<file path="src/rtl/ascon_pkg.sv">
// Shared Ascon state type and p_L rotation constants for the linear diffusion layer.
package ascon_pkg;

  localparam int unsigned WORD_W    = 64;
  localparam int unsigned NUM_WORDS = 5;

  // Word i lives at index i (x0..x4).
  typedef logic [NUM_WORDS-1:0][WORD_W-1:0] ascon_state_t;

  localparam int unsigned ROT_A [NUM_WORDS] = '{19, 61, 1, 10, 7};
  localparam int unsigned ROT_B [NUM_WORDS] = '{28, 39, 6, 17, 41};

endpackage

</file>
<file path="src/rtl/linear_diffusion_sigma.sv">
// Ascon per-word Sigma: x ^ ROR(x, ROT_A) ^ ROR(x, ROT_B). Pure wiring plus XOR.
module linear_diffusion_sigma
  import ascon_pkg::*;
#(
  parameter int unsigned ROT_A = 1,
  parameter int unsigned ROT_B = 2
) (
  input  logic [WORD_W-1:0] i_word,
  output logic [WORD_W-1:0] o_word
);

  logic [WORD_W-1:0] w_rot_a;
  logic [WORD_W-1:0] w_rot_b;

  assign w_rot_a = (i_word >> ROT_A) | (i_word << (WORD_W - ROT_A));
  assign w_rot_b = (i_word >> ROT_B) | (i_word << (WORD_W - ROT_B));
  assign o_word  = i_word ^ w_rot_a ^ w_rot_b;

endmodule

</file>
<file path="src/rtl/linear_diffusion_layer.sv">
// Ascon p_L linear diffusion layer. Combinational by default; define
// LINEAR_DIFFUSION_OUTPUT_REG_EN for a 1-cycle registered output stage.
module linear_diffusion_layer
  import ascon_pkg::*;
(
  input  logic         clk_i,
  input  logic         rst_i,
  input  logic         valid_i,
  input  ascon_state_t state_array_i,
  output logic         valid_o,
  output ascon_state_t state_array_o
);

  ascon_state_t w_state;

  for (genvar g = 0; g < NUM_WORDS; g++) begin : g_sigma
    linear_diffusion_sigma #(
      .ROT_A (ROT_A[g]),
      .ROT_B (ROT_B[g])
    ) u_sigma (
      .i_word (state_array_i[g]),
      .o_word (w_state[g])
    );
  end

`ifdef LINEAR_DIFFUSION_OUTPUT_REG_EN
  ascon_state_t r_state;
  logic         r_valid;

  // Data only loads on valid so the output holds between results.
  always_ff @(posedge clk_i) begin
    if (rst_i) begin
      r_state <= '0;
      r_valid <= 1'b0;
    end else begin
      r_valid <= valid_i;
      if (valid_i) begin
        r_state <= w_state;
      end
    end
  end

  assign state_array_o = r_state;
  assign valid_o       = r_valid;
`else
  logic w_unused;

  assign w_unused      = clk_i | rst_i;
  assign state_array_o = w_state;
  assign valid_o       = valid_i;
`endif

endmodule

</file>
<file path="config.mk">
export PLATFORM = sky130hd
export DESIGN_NAME = linear_diffusion_layer
export DESIGN_NICKNAME = d
export VERILOG_FILES = /design/src/rtl/ascon_pkg.sv /design/src/rtl/linear_diffusion_sigma.sv /design/src/rtl/linear_diffusion_layer.sv
export SDC_FILE = /design/constraint.sdc
export NUM_CORES = 1
export LEC_CHECK = 0
export CORE_AREA = 2 2 251 253
export DETAILED_ROUTE_END_ITERATION = 10
export DIE_AREA = 0 0 253 255
export PLACE_DENSITY = 0.38
export SETUP_SLACK_MARGIN = 0.15
export SLEW_MARGIN = 20
export SYNTH_ARGS = -nofsm -noshare
export SYNTH_HDL_FRONTEND = slang
export SYNTH_HIERARCHICAL = 1
export SYNTH_SLANG_ARGS = --single-unit
</file>
<file path="constraint.sdc">
create_clock -name vclk -period 0.9
set_clock_uncertainty 0.1 [all_clocks]
set_input_delay 0.135 -clock vclk [all_inputs]
set_output_delay 0.135 -clock vclk [all_outputs]
set_load 0.01 [all_outputs]
</file>
# --- After elaboration in Yosys (flattened, before gate mapping) ---
# Index checks and enable logic that the tools add are counted.
totals:
  ff_bits: 0
  in_bits: 323
  output_inout_bits: 321
  wordCells: 20
op_classes:
  bitwise_logic: 20
ops:
  columns: ["op", "count"]
  rows:
  - ["$xor A64 B64 Y64", 10]
  - ["$or A23 B64 Y64", 1]
  - ["$or A25 B64 Y64", 1]
  - ["$or A3 B64 Y64", 1]
  - ["$or A36 B64 Y64", 1]
  - ["$or A45 B64 Y64", 1]
  - ["$or A47 B64 Y64", 1]
  - ["$or A54 B64 Y64", 1]
  - ["$or A57 B64 Y64", 1]
  - ["$or A58 B64 Y64", 1]
  - ["$or A63 B64 Y64", 1]

# --- Depth between registers and ports, before layout ---
depth:
  ltp_word: 3
  ltp_mapped: 1
  depth_no_buf: 1

# --- Hierarchy ---
# The synthesis kept the hierarchy.
modules_own_cells:
  columns: ["mod", "instances", "cells_per_inst", "area_per_inst_um2", "seq_area_each_um2"]
  rows:
  - ["linear_diffusion_sigma (g_sigma[0].u_sigma ...)", 3, 64, 1525.2, 0.0]
  - ["linear_diffusion_sigma (g_sigma[3].u_sigma)", 1, 64, 1532.7, 0.0]
  - ["linear_diffusion_sigma (g_sigma[2].u_sigma)", 1, 64, 1521.5, 0.0]
  - ["linear_diffusion_layer", 1, 1, 7.5, 0.0]

# --- Least setup slack after synthesis ---
# Ideal clock, no wire load.
synth_path:
  path_type: "input to output"
  startpoint: "in state_array_i[204] in the netlist's numbering"
  endpoint: "out state_array_o[194] in the netlist's numbering"
  t_arrival_ns: 0.617
  required_ns: 0.665
  slack_ns: 0.048
  path_stages: 1
  n_path_buf: 0
  cell_sequence: "xor3_4"
synth_between:
  elab_chain_len: 3
synth_lines:
  columns: ["item", "line", "text"]
  rows:
  - ["start: declaration", "linear_diffusion_layer.sv:9", "input ascon_state_t state_array_i,"]
  - ["$or A54 B64 Y64", "linear_diffusion_sigma.sv:15", "assign w_rot_a = (i_word >> ROT_A) | (i_word << (WORD_W - ROT_A));"]
  - ["$xor A64 B64 Y64 (2 in a row)", "linear_diffusion_sigma.sv:17", "assign o_word = i_word ^ w_rot_a ^ w_rot_b;"]
  - ["end: declaration", "linear_diffusion_layer.sv:11", "output ascon_state_t state_array_o"]
# No other way between the ends.

==> metrics.yaml <==
status: "finished with violations"
violations: "setup timing"
ys_warn_count: 6
synth_area_per_cell_um2: 23.79
endpoint_kind: "output port"
p_int_mw: 8.880
ys_types: 3
dpl-instance-area_um2: 16500
min_period_ns: 1.193
start_kind: "input port"
slew_headroom: 0.8997
switching_share: 0.3459
ios: 644
drive_gt1_frac: 0.7611
grt_max_degree: 4
nClkBuffers: 0
worstPathCellList: "buf_6, buf_6, xor3_2, buf_6"
min_path_cells: 0
seq_area_frac_synth: 0
p_switching_mw: 4.695
p_leak_nw: 10.51
vias: 6943
gp_congestion: 0.8248
cp.arrival_ns: 0.96
hold_class: "input port to output port"
synth_top_area_frac: 0.9774
syn-instance-count: 321
timing.final.crit_share: 1.325
dp_hpwl_mm: 35.37
vdd_ir_drop_max_mv: 0.3044
dieHeight_um: 255
hold_violations: 0
synth_largest_area_cell: "xor3_1"
wl_per_cell_um: 18.99
pwr-share-seq: 0
dr.pass1.iters: 4
whs_ns: 0.1701
finalPower_mw: 13.58
crit_fanout: 3
crit_required_ns: 0.66
seq_area_um2: 0
grt_pass1_wl_mm: 53.77
dr.first_iter.drc_count: 120
rsz0062_at_grt: "yes"
p_clk_frac: 0
syn2layout_area_growth_pct: 144.7
drv_slew: 0
nets: 1627
n_antenna_cell: 0
max_stage_delay_ns: 0.45
pwr-share-comb: 1.000
p_per_area_nw_per_um2: 726.4
setup_tns_ns: -39.33
grt_pass1_vias: 7468
routed_wl_mm: 39.90
antenna_found_initial: 1
dieArea_um2: 64520
drc: 0
synthTopCellsByCount: "xor3_1, xor3_4, buf_4"
setup_ws_ns: -0.2929
synth.most_common_cell: "xor3_1"
die_w_um: 253
design_area_um2: 18690
synth_area_leaders: "xor3_1, xor3_4, buf_4"
synthesis.nets: 644
setup.worst_path.class: "input port to output port"
core_um2: 62160
tightest_slew_ns: 0.1504
grt_use_total: 0.1139
max_freq_ghz: 0.8383
grt-ovfl-total: 0
n_sequential_cell: 0
syn_area_um2: 7637
viasPerCell: 3.305
antenna_left: 0
std_cell_rows: 92
start_util: 0.1229
io_buffers: 640
setup_violations: 320
slowest_stage: "xor3_2"
maxCapViolCount: 0
crit_top_cell: "buf_6"
power groups by stage:
| stage | registers [mW] | logic [mW] | clock network [mW] |
|---|---|---|---|
| 2_1_floorplan | 0 | 5.46 | 0 |
| 3_5_place_dp | 0 | 13.5 | 0 |
| 6_report | 0 | 13.6 | 0 |
| 3_3_place_gp | 0 | 13.5 | 0 |
| 4_1_cts | 0 | 13.1 | 0 |
| 5_1_grt | 0 | 14.3 | 0 |
path summary, 6_finish.rpt:
path	from	end	slack (ns)
setup / recovery	state_array_i[239]	state_array_o[229]	-0.29
hold / removal	valid_i	valid_o	0.17
worst max-delay path: cells and delay by family:
kind / cells / cell delay, ns
XOR/XNOR: 1 / 0.45
buffers and inverters: 3 / 0.38
layout by cell type, fill, tap and decap left out:
master  Yosys  layout
buf_2       0     216
buf_8       0     205
buf_4       1     152
buf_12      0      17
xor3_4      6       6
xor3_2      0       3
xor3_1    314     311
buf_6       0     392
per-stage QoR:
step / util / cells / setup slack (ns)
after floorplan: - / 321 / 0.04848
after global placement: 0.2654 / 1939 / -1.238
after detailed placement: 0.2654 / 1939 / -1.235
after CTS: 0.2813 / 2048 / -0.3002
after global routing: 0.3006 / 2101 / -0.3062
final: 0.3006 / 2101 / -0.2929
layout make-up:
| class | count | area [um^2] |
|---|---|---|
| multi-input cells | 320 | 7634 |
| well taps | 799 | 999.7 |
| fillers | 6388 | 43470 |
| repair buffers | 982 | 10050 |
routing by layer:
metal	routed length, um	global-route usage
met1	14020	0.1202
met2	22020	0.2302
met3	3353	0.03061
met4	494	0.01082
met5	12	0
logic make-up (layout without fill, tap and decap cells):
logic type	Yosys count	after routing	share of synthesized area
buffers and inverters	1	982	0.0009833
xor gates and xnor gates	320	320	0.9990
what timing repair did:
| action | 4_1_cts | 5_1_grt |
|---|---|---|
| endpoints found under the setup margin | 320 | 320 |
| buffers inserted | 109 | 53 |
| pin swaps | 248 | 124 |
| hold buffers | 0 | 0 |
| gates resized for setup | 3435 | 249 |
No activity file was read; power rests on OpenSTA's default activity.
